### src/rtl/spi_txn_ctrl.sv
// SPI transaction controller: synchronises slave ready flags and arbitrates the register bank
// between SPI and the DSP requester. Optional SPI write guard: define SPI_TXN_CTRL_RO_GUARD_EN.
module spi_txn_ctrl #(
   parameter int unsigned        ADDR_W      = 7,
   parameter int unsigned        DATA_W      = 24,
   parameter int unsigned        SYNC_STAGES = 2,
   parameter logic [ADDR_W-1:0]  RO_BASE     = ADDR_W'('h60)
) (
   input  logic              clk_i,
   input  logic              spi_rst,
   input  logic [ADDR_W-1:0] spi_addr_i,
   input  logic              spi_addr_ready_i,
   input  logic              spi_rw_i,
   input  logic [DATA_W-1:0] spi_data_i,
   input  logic              spi_data_ready_i,
   output logic [DATA_W-1:0] spi_rdata_o,
   input  logic              dsp_req_i,
   input  logic              dsp_we_i,
   input  logic [ADDR_W-1:0] dsp_addr_i,
   input  logic [DATA_W-1:0] dsp_wdata_i,
   output logic              dsp_gnt_o,
   output logic [DATA_W-1:0] dsp_rdata_o,
   output logic              dsp_rvalid_o,
   output logic              bank_en_o,
   output logic              bank_we_o,
   output logic [ADDR_W-1:0] bank_addr_o,
   output logic [DATA_W-1:0] bank_wdata_o,
   input  logic [DATA_W-1:0] bank_rdata_i,
   output logic              spi_ovr_o,
   output logic              spi_wr_blocked_o
);

   typedef enum logic [2:0] {
      StIdle, StSpiRd, StRdCapt, StSpiWr, StDspAcc, StDspCapt
   } state_e;

   state_e state_q, state_d;

   logic [SYNC_STAGES-1:0] a_sync_q, d_sync_q;
   logic                   a_prev_q, d_prev_q;
   logic                   addr_edge, data_edge;

   logic [ADDR_W-1:0] a_addr_q;
   logic              a_rw_q;
   logic [DATA_W-1:0] w_data_q;
   logic              rd_pend_q, rd_pend_d, wr_pend_q, wr_pend_d;
   logic              ovr_q, ovr_d, blocked_q, blocked_d;
   logic              rd_clr, wr_clr, blocked_set, wr_block;

   logic              bank_en_q, bank_en_d, bank_we_q, bank_we_d;
   logic [ADDR_W-1:0] bank_addr_q, bank_addr_d;
   logic [DATA_W-1:0] bank_wdata_q, bank_wdata_d;
   logic              dsp_gnt_q, dsp_gnt_d, dsp_rvalid_q, dsp_rvalid_d;
   logic [DATA_W-1:0] dsp_rdata_q, dsp_rdata_d, spi_rdata_q, spi_rdata_d;

   always_ff @(posedge clk_i or posedge spi_rst) begin
      if (spi_rst) begin
         a_sync_q <= '0;
         d_sync_q <= '0;
         a_prev_q <= 1'b0;
         d_prev_q <= 1'b0;
      end else begin
         a_sync_q <= {a_sync_q[SYNC_STAGES-2:0], spi_addr_ready_i};
         d_sync_q <= {d_sync_q[SYNC_STAGES-2:0], spi_data_ready_i};
         a_prev_q <= a_sync_q[SYNC_STAGES-1];
         d_prev_q <= d_sync_q[SYNC_STAGES-1];
      end
   end

   assign addr_edge = a_sync_q[SYNC_STAGES-1] & ~a_prev_q;
   assign data_edge = d_sync_q[SYNC_STAGES-1] & ~d_prev_q;

`ifdef SPI_TXN_CTRL_RO_GUARD_EN
   assign wr_block = (a_addr_q >= RO_BASE);
`else
   assign wr_block = 1'b0;
`endif

   // A new edge arriving in the same cycle its pending request is served is not an overrun.
   always_comb begin
      rd_pend_d = rd_pend_q & ~rd_clr;
      wr_pend_d = wr_pend_q & ~wr_clr;
      if (addr_edge && spi_rw_i) rd_pend_d = 1'b1;
      if (data_edge && !a_rw_q)  wr_pend_d = 1'b1;
      ovr_d     = ovr_q
                | (addr_edge & spi_rw_i & rd_pend_q & ~rd_clr)
                | (data_edge & ~a_rw_q & wr_pend_q & ~wr_clr);
      blocked_d = blocked_q | blocked_set;
   end

   always_ff @(posedge clk_i or posedge spi_rst) begin
      if (spi_rst) begin
         a_addr_q  <= '0;
         a_rw_q    <= 1'b0;
         w_data_q  <= '0;
         rd_pend_q <= 1'b0;
         wr_pend_q <= 1'b0;
         ovr_q     <= 1'b0;
         blocked_q <= 1'b0;
      end else begin
         if (addr_edge) begin
            a_addr_q <= spi_addr_i;
            a_rw_q   <= spi_rw_i;
         end
         if (data_edge && !a_rw_q) w_data_q <= spi_data_i;
         rd_pend_q <= rd_pend_d;
         wr_pend_q <= wr_pend_d;
         ovr_q     <= ovr_d;
         blocked_q <= blocked_d;
      end
   end

   // Bank and handshake outputs are registered from the next state.
   always_comb begin
      state_d      = state_q;
      rd_clr       = 1'b0;
      wr_clr       = 1'b0;
      blocked_set  = 1'b0;
      bank_en_d    = 1'b0;
      bank_we_d    = 1'b0;
      bank_addr_d  = bank_addr_q;
      bank_wdata_d = bank_wdata_q;
      dsp_gnt_d    = 1'b0;
      dsp_rvalid_d = 1'b0;
      dsp_rdata_d  = dsp_rdata_q;
      spi_rdata_d  = spi_rdata_q;
      case (state_q)
         StIdle: begin
            if (rd_pend_q) begin
               state_d     = StSpiRd;
               rd_clr      = 1'b1;
               bank_en_d   = 1'b1;
               bank_addr_d = a_addr_q;
            end else if (wr_pend_q) begin
               state_d = StSpiWr;
               wr_clr  = 1'b1;
               if (wr_block) begin
                  blocked_set = 1'b1;
               end else begin
                  bank_en_d    = 1'b1;
                  bank_we_d    = 1'b1;
                  bank_addr_d  = a_addr_q;
                  bank_wdata_d = w_data_q;
               end
            end else if (dsp_req_i) begin
               state_d      = StDspAcc;
               dsp_gnt_d    = 1'b1;
               bank_en_d    = 1'b1;
               bank_we_d    = dsp_we_i;
               bank_addr_d  = dsp_addr_i;
               bank_wdata_d = dsp_wdata_i;
            end
         end
         StSpiRd:  state_d = StRdCapt;
         StRdCapt: begin
            spi_rdata_d = bank_rdata_i;
            state_d     = StIdle;
         end
         StSpiWr:  state_d = StIdle;
         StDspAcc: state_d = bank_we_q ? StIdle : StDspCapt;
         StDspCapt: begin
            dsp_rdata_d  = bank_rdata_i;
            dsp_rvalid_d = 1'b1;
            state_d      = StIdle;
         end
         default:  state_d = StIdle;
      endcase
   end

   always_ff @(posedge clk_i or posedge spi_rst) begin
      if (spi_rst) begin
         state_q      <= StIdle;
         bank_en_q    <= 1'b0;
         bank_we_q    <= 1'b0;
         bank_addr_q  <= '0;
         bank_wdata_q <= '0;
         dsp_gnt_q    <= 1'b0;
         dsp_rvalid_q <= 1'b0;
         dsp_rdata_q  <= '0;
         spi_rdata_q  <= '0;
      end else begin
         state_q      <= state_d;
         bank_en_q    <= bank_en_d;
         bank_we_q    <= bank_we_d;
         bank_addr_q  <= bank_addr_d;
         bank_wdata_q <= bank_wdata_d;
         dsp_gnt_q    <= dsp_gnt_d;
         dsp_rvalid_q <= dsp_rvalid_d;
         dsp_rdata_q  <= dsp_rdata_d;
         spi_rdata_q  <= spi_rdata_d;
      end
   end

   assign spi_rdata_o      = spi_rdata_q;
   assign dsp_gnt_o        = dsp_gnt_q;
   assign dsp_rdata_o      = dsp_rdata_q;
   assign dsp_rvalid_o     = dsp_rvalid_q;
   assign bank_en_o        = bank_en_q;
   assign bank_we_o        = bank_we_q;
   assign bank_addr_o      = bank_addr_q;
   assign bank_wdata_o     = bank_wdata_q;
   assign spi_ovr_o        = ovr_q;
   assign spi_wr_blocked_o = blocked_q;

endmodule

### config.mk
export PLATFORM = sky130hd
export DESIGN_NAME = spi_txn_ctrl
export DESIGN_NICKNAME = d
export VERILOG_FILES = /design/src/rtl/spi_txn_ctrl.sv
export SDC_FILE = /design/constraint.sdc
export NUM_CORES = 1
export LEC_CHECK = 0
export CAP_MARGIN = 20
export CORE_ASPECT_RATIO = 1.25
export CORE_MARGIN = 5
export CORE_UTILIZATION = 45
export CTS_CLUSTER_SIZE = 40
export DETAILED_ROUTE_END_ITERATION = 7
export GPL_TIMING_DRIVEN = 0
export HOLD_SLACK_MARGIN = 0.06
export PLACE_DENSITY = 0.87
export SLEW_MARGIN = 5
export SYNTH_ARGS = -nofsm -noshare
export SYNTH_HDL_FRONTEND = slang
export SYNTH_SLANG_ARGS = --single-unit
### constraint.sdc
create_clock -name clk_i -period 4.44 [get_ports clk_i]
set_clock_uncertainty 0.05 [all_clocks]
set_input_delay 0.444 -clock clk_i [delete_from_list [all_inputs] [get_ports clk_i]]
set_output_delay 0.444 -clock clk_i [all_outputs]
set_load 0.05 [all_outputs]
==> results of run 1 <==
## synthesized netlist by cell type
| cell type | number | area (um^2) |
|---|---|---|
| sky130_fd_sc_hd__dfrtp_1 | 127 | 3178 |
| sky130_fd_sc_hd__mux2_1 | 19 | 214.0 |
| sky130_fd_sc_hd__buf_4 | 1 | 7.510 |
| sky130_fd_sc_hd__nor3_4 | 1 | 16.27 |
| sky130_fd_sc_hd__conb_1 | 1 | 3.750 |
| sky130_fd_sc_hd__a41oi_1 | 1 | 8.760 |
| sky130_fd_sc_hd__a21oi_1 | 1 | 5.000 |
| sky130_fd_sc_hd__a22o_1 | 1 | 8.760 |
| sky130_fd_sc_hd__buf_2 | 3 | 15.01 |
| sky130_fd_sc_hd__nand2_1 | 3 | 11.26 |
| sky130_fd_sc_hd__mux2_2 | 123 | 1385 |
| sky130_fd_sc_hd__or3_1 | 1 | 6.260 |
| sky130_fd_sc_hd__inv_1 | 4 | 15.01 |
| sky130_fd_sc_hd__and2_1 | 1 | 6.260 |
| sky130_fd_sc_hd__a2111oi_0 | 1 | 8.760 |
| sky130_fd_sc_hd__nor2b_1 | 2 | 12.51 |
| sky130_fd_sc_hd__clkbuf_1 | 10 | 37.54 |
| sky130_fd_sc_hd__o21a_1 | 1 | 7.510 |
| sky130_fd_sc_hd__nor2_1 | 4 | 15.01 |
| sky130_fd_sc_hd__o21ai_0 | 2 | 10.01 |
| sky130_fd_sc_hd__a31oi_1 | 1 | 6.260 |
| sky130_fd_sc_hd__nor3_1 | 4 | 20.02 |
| sky130_fd_sc_hd__nor3b_2 | 1 | 12.51 |
| sky130_fd_sc_hd__nor2_2 | 1 | 6.260 |
| sky130_fd_sc_hd__buf_1 | 1 | 3.750 |
| sky130_fd_sc_hd__buf_6 | 2 | 22.52 |
| sky130_fd_sc_hd__nand3b_1 | 1 | 7.510 |
## report_power, final
part | leakage (nW) | switching (mW) | internal [mW]
clock network | 0.276 | 0.492 | 0.782
registers | 1.50 | 0.244 | 1.65
logic | 1.38 | 2.03 | 1.35
total | 3.15 | 2.77 | 3.78
## area by class of cell
| cell class | instances | area [um^2] | area share |
|---|---|---|---|
| clock inverter | 14 | 118.9 | 0.01570 |
| inverter | 4 | 20.02 | 0.002644 |
| clock buffer | 18 | 439.2 | 0.05800 |
| multi-input combinational | 170 | 1772 | 0.2340 |
| buffer | 17 | 86.33 | 0.01140 |
| timing repair buffer | 177 | 1789 | 0.2363 |
| sequential | 127 | 3178 | 0.4197 |
| tap | 135 | 168.9 | 0.02231 |
## metal layers
| layer | vias up | GRT usage | routed length, um |
|---|---|---|---|
| li1 | 1516 | - | - |
| met1 | 1656 | 0.1834 | 4177 |
| met2 | 117 | 0.3136 | 6330 |
| met3 | 17 | 0.08078 | 979 |
| met4 | 0 | 0.07148 | 238 |
| met5 | - | 0 | 0 |
## logic make-up (layout without fill, tap and decap cells)
logic type,count (synthesis),in the layout,share of synthesized area
flops,127,127,0.6292
buf+inv,21,230,0.02006
compound gates,8,8,0.01090
mux,142,142,0.3166
simple gates,19,19,0.02254
other cells,1,1,0.0007424
## registers in the layout (all words and copies together), names as in the netlist, 2 cells and up
name and count:
state_q 3, a_sync_q 2, bank_addr_o 7, dsp_rdata_o 24
a_addr_q 7, w_data_q 24, bank_wdata_o 24, spi_rdata_o 24
d_sync_q 2
## worst register-to-register path: cells and delay by family (launching register included)
kind | cells | cell delay, ns
buffers and inverters | 3 | 0.56
flip-flops | 1 | 0.35
AND/OR/NAND/NOR | 2 | 0.75
multiplexers | 1 | 0.35
## worst paths after layout
check	start	slack, ns	depth (start not counted)	to
worst max-delay path	state_q[2]	2.27	6	bank_wdata_o[12]
worst min-delay path	a_sync_q[0]	0.31	0	a_sync_q[1]
worst max register to register	state_q[2]	2.27	6	bank_wdata_o[12]
worst min register to register	a_sync_q[0]	0.31	0	a_sync_q[1]
max in group asynchronous	spi_rst	3.25	3	w_data_q[21]
min in group asynchronous	spi_rst	0.36	2	bank_wdata_o[5]
## layout by cell type (no fill, tap or decap), types with 4 or more instances in the layout
cell type	Yosys	final
sky130_fd_sc_hd__clkinv_2	0	6
sky130_fd_sc_hd__clkbuf_1	10	10
sky130_fd_sc_hd__clkdlybuf4s50_1	0	176
sky130_fd_sc_hd__clkbuf_16	0	17
sky130_fd_sc_hd__clkinv_4	0	4
sky130_fd_sc_hd__dfrtp_1	127	127
sky130_fd_sc_hd__nor2_1	4	4
sky130_fd_sc_hd__mux2_2	123	123
sky130_fd_sc_hd__nor3_1	4	4
sky130_fd_sc_hd__mux2_1	19	19
## metrics by stage
| stage | setup TNS (ns) | utilization | cell area [um^2] |
|---|---|---|---|
| final | 0 | 0.6866 | 7572 |
| after floorplan | 0 | - | 5051 |
| after global routing | 0 | 0.6866 | 7572 |
| after global placement | -130.28 | 0.6330 | 6982 |
| after detailed placement | 0 | 0.6360 | 7014 |
| after CTS | 0 | 0.6866 | 7572 |
==> load_flow_metrics.sql, run 1 <==
INSERT INTO impl_metrics (metric_group, metric, value, unit) VALUES
('yosys', 'synth_cell_types', '27', ''),
('cts', 'clk_path_buf_depth', '2', ''),
('final_layout', 'count_of_placed_standard_cells_in_the_final_layout_fillers_left_out', '662', ''),
('routing', 'antenna_left', '0', ''),
('critical_path', 'crit_path_frequent_cell', 'sky130_fd_sc_hd__buf_2', ''),
('sta', 'whs', '0.3097', 'ns'),
('power_and_ir_drop', 'ir_worst_vdd', '0.5464', 'mV'),
('cts', 'cts_sinks', '127', ''),
('die', 'chipWidth', '104.8', 'um'),
('critical_path', 'critPathBufInv', '3', ''),
('cts', 'clk_root_buffer_cell', 'sky130_fd_sc_hd__clkbuf_16', ''),
('die', 'die_area', '0.01346', 'mm^2'),
('sta', 'slew_violations', '0', ''),
('routing', 'routed-via-count', '3306', ''),
('final_layout', 'post_route_cells_drive_above_1_share', '0.3150', ''),
('yosys', 'mappedNetlistArea', '0.005051', 'mm^2'),
('sta', 'setup_viol', '0', ''),
('critical_path', 'worstSetupStartpointType', 'flop', ''),
('routing', 'residual_drc_count', '0', ''),
('placement', 'post_dp_hpwl', '8721', 'um'),
('global_route', 'grtUsageTotal', '0.1777', ''),
('sta', 'final_hold_viol_count', '0', ''),
('routing', 'initialDrtViolationCount', '83', ''),
('die', 'floorplan.initialDensity', '0.4580', ''),
('sta', 'timing.final.crit_share', '0.4887', ''),
('cts', 'clk_latency', '0.40', 'ns'),
('cts', 'cts-buffers-inserted', '17', ''),
('cts', 'cts_tree', 'yes', ''),
('sta', 'timing.max_slew.rel_slack', '0.4974', ''),
('critical_path', 'worstSetupEndpointType', 'flop', ''),
('yosys', 'yosys_register_bits', '127', ''),
('sta', 'fmax', '0.4609', 'GHz'),
('power_and_ir_drop', 'leakage', '3.150', 'nW'),
('worst_hold_path', 'hold_path_class', 'reg2reg', ''),
('critical_path', 'crit_arrival', '2.40', 'ns'),
('yosys', 'synthCells', '318', ''),
('cts', 'cts-htree-levels', '4', ''),
('routing', 'postRouteWirelength', '11730', 'um'),
('sta', 'final.min_clock_period', '2.170', 'ns'),
('critical_path', 'path_max_fanout', '10', ''),
('global_route', 'grt_pass1_wl', '18860', 'um'),
('sta', 'rsz_0062_raised_after_global_routing', 'false', ''),
('global_route', 'gr-total-overflow', '0', ''),
('global_route', 'antenna_found_initial', '0', ''),
('placement', 'placed_cells', '630', ''),
('critical_path', 'worstSetupPathType', 'reg2reg', ''),
('critical_path', 'cp_cell_sequence', 'buf_2 > or3_1 > buf_2 > nor3_4 > buf_6 > mux2_1', ''),
('yosys', 'ys_seq_area_frac', '0.6292', ''),
('die', 'floorplan.core_area', '0.01103', 'mm^2'),
('yosys', 'postSynthNetCount', '411', ''),
('cts', 'cts_setup_buffers', '0', ''),
('final_layout', 'area_delta_synth_final', '49.91', '%'),
('sta', 'max_slew.worst_pin.slew', '0.7512', 'ns'),
('global_route', 'first_global_vias', '3794', ''),
('cts', 'clk_pin_slew', '0.06', 'ns'),
('cts', 'cts_repair_resize_count', '0', ''),
('status', 'outcome', 'finished, final reports clean', ''),
('placement', 'place.port_buffers', '176', ''),
('critical_path', 'critPathRequiredTime', '4.67', 'ns'),
('critical_path', 'timing.critical_path.slowest_stage_cell', 'sky130_fd_sc_hd__nor3_4', ''),
('power_and_ir_drop', 'pwr_density_cell', '864.6', 'mW/mm^2'),
('die', 'floorplan.die.height', '128.5', 'um'),
('final_layout', 'finish.net_count', '607', ''),
('yosys', 'avgSynthCellArea', '15.88', 'um^2'),
('final_layout', 'layout.filler_cells', '764', ''),
('die', 'number_of_rows_in_the_core_area', '43', ''),
('sta', 'layout_setup_ws', '2.270', 'ns'),
('cts', 'cts_hold_repair.buffers', '0', ''),
('routing', 'wl_per_cell', '17.71', 'um'),
('die', 'pin_count', '178', ''),
('critical_path', 'crit_path_max_incr_delay', '0.39', 'ns'),
('power_and_ir_drop', 'power.total', '6.547', 'mW'),
('flow_run', 'cap_viol_max_count', '0', ''),
('routing', 'dr.pass1.iters', '4', ''),
('global_route', 'grt_max_degree', '91', ''),
('yosys', 'ys.warnings.count', '0', ''),
('routing', 'vias_per_cell', '4.994', ''),
('placement', 'pre_cts_slack', '2.233', 'ns'),
('critical_path', 'critical-path-top-delay-family', 'simple AND/OR/NAND/NOR gates', ''),
('final_layout', 'antenna_cells_inserted', '0', ''),
('placement', 'routabilityCongestion', '0.7348', '');
(Power assumes the default switching activity.)
==> run 2: changes to the inputs <==
clock period = 2.3 ns   (was 4.44 ns; I/O delays follow)
==> run 2 against run 1 <==
- register-to-register slack worse by 2.1 ns
- combinational power is 93% higher
- largest cell class unchanged
- sequential share of layout area grew 0.14 points
- count of clock-buffer cells in the layout grew 2
==> load_flow_metrics.sql, run 2 (synthesized netlist as in run 1, its figures left out) <==
INSERT INTO impl_metrics (metric_group, metric, value, unit) VALUES
('status', 'outcome', 'finished, final reports clean', ''),
('sta', 'rsz_0062_raised_after_global_routing', 'false', ''),
('cts', 'cts_tree', 'yes', ''),
('sta', 'finalSetupTns', '0', 'ns'),
('final_layout', 'layout.filler_cells', '774', ''),
('power_and_ir_drop', 'power.net_switching', '5.285', 'mW'),
('critical_path', 'cp_cell_sequence', 'buf_2 > or3_1 > buf_2 > nor3_4 > buf_6 > mux2_1', ''),
('die', 'chipWidth', '104.8', 'um'),
('cts', 'clk_root_buffer_cell', 'sky130_fd_sc_hd__clkbuf_16', ''),
('sta', 'final_hold_viol_count', '0', ''),
('worst_hold_path', 'hold_path_class', 'in2async', ''),
('critical_path', 'crit_arrival', '2.38', 'ns'),
('critical_path', 'worstSetupPathType', 'reg2reg', ''),
('global_route', 'grtUsageTotal', '0.1854', ''),
('cts', 'cts-htree-levels', '4', ''),
('critical_path', 'critPathRequiredTime', '2.52', 'ns'),
('routing', 'residual_drc_count', '0', ''),
('power_and_ir_drop', 'ir_worst_vdd', '1.184', 'mV'),
('final_layout', 'most_common_cell_after_layout_fill_and_taps_aside', 'sky130_fd_sc_hd__clkdlybuf4s50_1', ''),
('power_and_ir_drop', 'leakage', '3.134', 'nW'),
('power_and_ir_drop', 'pwr_density_cell', '1652', 'mW/mm^2'),
('sta', 'timing.final.crit_share', '0.9410', ''),
('placement', 'pre_cts_slack', '0.08025', 'ns'),
('placement', 'detailed_place.area', '0.007046', 'mm^2'),
('die', 'pin_count', '178', ''),
('global_route', 'grt_pass1_wl', '19790', 'um'),
('die', 'number_of_rows_in_the_core_area', '43', ''),
('critical_path', 'crit_path_max_incr_delay', '0.38', 'ns'),
('critical_path', 'crit_path_frequent_cell', 'sky130_fd_sc_hd__buf_2', ''),
('global_route', 'grt_max_degree', '41', ''),
('power_and_ir_drop', 'clockPowerShare', '0.182', ''),
('cts', 'cts-buffers-inserted', '17', ''),
('placement', 'routabilityCongestion', '0.7311', ''),
('sta', 'max_slew.worst_pin.slew', '0.7920', 'ns'),
('power_and_ir_drop', 'power_switching_share', '0.4240', ''),
('placement', 'place.port_buffers', '176', ''),
('critical_path', 'path_max_fanout', '10', ''),
('critical_path', 'critical-path-top-delay-family', 'simple AND/OR/NAND/NOR gates', ''),
('global_route', 'gr-total-overflow', '0', ''),
('routing', 'dr.pass1.iters', '3', ''),
('final_layout', 'antenna_cells_inserted', '0', ''),
('critical_path', 'critPathBufInv', '3', ''),
('sta', 'fmax', '0.4620', 'GHz'),
('die', 'floorplan.core_area', '0.01103', 'mm^2'),
('routing', 'antenna_left', '0', ''),
('critical_path', 'worstSetupEndpointType', 'flop', ''),
('flow_run', 'cap_viol_max_count', '0', ''),
('sta', 'slew_violations', '0', ''),
('cts', 'clk_latency', '0.39', 'ns'),
('power_and_ir_drop', 'fraction_of_power_consumed_by_combinational_cells', '0.524', ''),
('routing', 'initialDrtViolationCount', '74', ''),
('cts', 'cts_sinks', '127', ''),
('sta', 'setup_viol', '0', ''),
('die', 'floorplan.initialDensity', '0.4580', ''),
('sta', 'timing.max_slew.rel_slack', '0.4701', ''),
('sta', 'final.min_clock_period', '2.164', 'ns'),
('cts', 'clk_path_buf_depth', '2', ''),
('final_layout', 'mostFrequentLayoutCells', '176 x sky130_fd_sc_hd__clkdlybuf4s50_1, 127 x sky130_fd_sc_hd__dfrtp_1, 123 x sky130_fd_sc_hd__mux2_2', ''),
('sta', 'layout_setup_ws', '0.1356', 'ns'),
('die', 'die_area', '0.01346', 'mm^2'),
('global_route', 'antenna_found_initial', '0', ''),
('placement', 'post_dp_hpwl', '9146', 'um'),
('die', 'floorplan.die.height', '128.5', 'um'),
('global_route', 'first_global_vias', '3836', ''),
('critical_path', 'worstSetupStartpointType', 'flop', ''),
('final_layout', 'post_route_cells_drive_above_1_share', '0.3105', ''),
('cts', 'cts_repair_resize_count', '0', ''),
('critical_path', 'timing.critical_path.slowest_stage_cell', 'sky130_fd_sc_hd__or3_1', ''),
('power_and_ir_drop', 'portion_of_total_power_attributed_to_sequential_cells', '0.294', ''),
('cts', 'cts_hold_repair.buffers', '0', ''),
('final_layout', 'area_delta_synth_final', '49.42', '%'),
('routing', 'vias_per_cell', '4.982', ''),
('routing', 'wl_per_cell', '18.26', 'um'),
('routing', 'postRouteWirelength', '12050', 'um'),
('final_layout', 'finalInstanceArea', '0.007547', 'mm^2'),
('final_layout', 'finish.net_count', '609', ''),
('power_and_ir_drop', 'internal_power', '7.180', 'mW'),
('routing', 'routed-via-count', '3288', ''),
('cts', 'clk_pin_slew', '0.05', 'ns');
[run 2: cell count changes in the layout (fill, tap and decap cells not counted), sizes merged]
cell | previous run | this run
clkinv | 10 | 6
buf | 8 | 10
clkbuf | 28 | 30
inv | 5 | 3
bufinv | 1 | 0
clkinvlp | 2 | 3
[run 2: path summary, 6_finish.rpt]
kind	startpoint	endpoint	slack, ns	cells after the start
worst min-delay path	spi_rst	bank_wdata_o[5]	0.12	2
max in group asynchronous	spi_rst	a_sync_q[0]	1.29	4
worst max-delay path	state_q[2]	bank_wdata_o[12]	0.14	6
worst max register to register	state_q[2]	bank_wdata_o[12]	0.14	6
worst min register to register	a_sync_q[0]	a_sync_q[1]	0.30	0
min in group clk_i	spi_data_ready_i	d_sync_q[0]	0.23	1
[run 2: metrics by stage]
step | instances | utilization | hold slack (ns) | total power, mW
after global placement | 629 | 0.6334 | 0.2841 | 10.10
after CTS | 660 | 0.6843 | 0.1072 | 12.62
after detailed placement | 632 | 0.6388 | 0.2878 | 10.30
after floorplan | 318 | - | 0.2114 | 8.060
final | 660 | 0.6843 | 0.1159 | 12.46
after global routing | 660 | 0.6843 | 0.1210 | 13.07
[run 2: repair_timing]
item	in CTS	in global routing
setup buffers	0	0
endpoints found under the hold margin	0	0
setup endpoints to repair	0	19
[run 2: metal layers]
metal  global-route usage  wire, um  vias to the layer above
li1                     -         -                     1527
met1               0.1893      4340                     1643
met2               0.3395      6565                      105
met3              0.07878       945                       13
met4              0.06245       198                        0
met5                    0         0                        -
[run 2: layout make-up]
class | instances | area, um^2 | share of cell area
flip-flops and latches | 127 | 3178 | 0.4211
well taps | 135 | 168.9 | 0.02238
clock buffers | 20 | 456.7 | 0.06051
multi-input cells | 170 | 1772 | 0.2347
inverters | 4 | 18.77 | 0.002487
repair buffers | 179 | 1822 | 0.2414
plain buffers | 17 | 86.33 | 0.01144
clock inverters | 8 | 45.04 | 0.005968
[run 2: power by group through the flow]
stage / Combinational (mW) / Clock, mW / Sequential (mW)
after floorplan: 1.84 / 0 / 6.22
after global placement: 6.47 / 0 / 3.62
after detailed placement: 6.61 / 0 / 3.69
after CTS: 6.63 / 2.32 / 3.67
after global routing: 6.86 / 2.42 / 3.78
final: 6.53 / 2.27 / 3.66
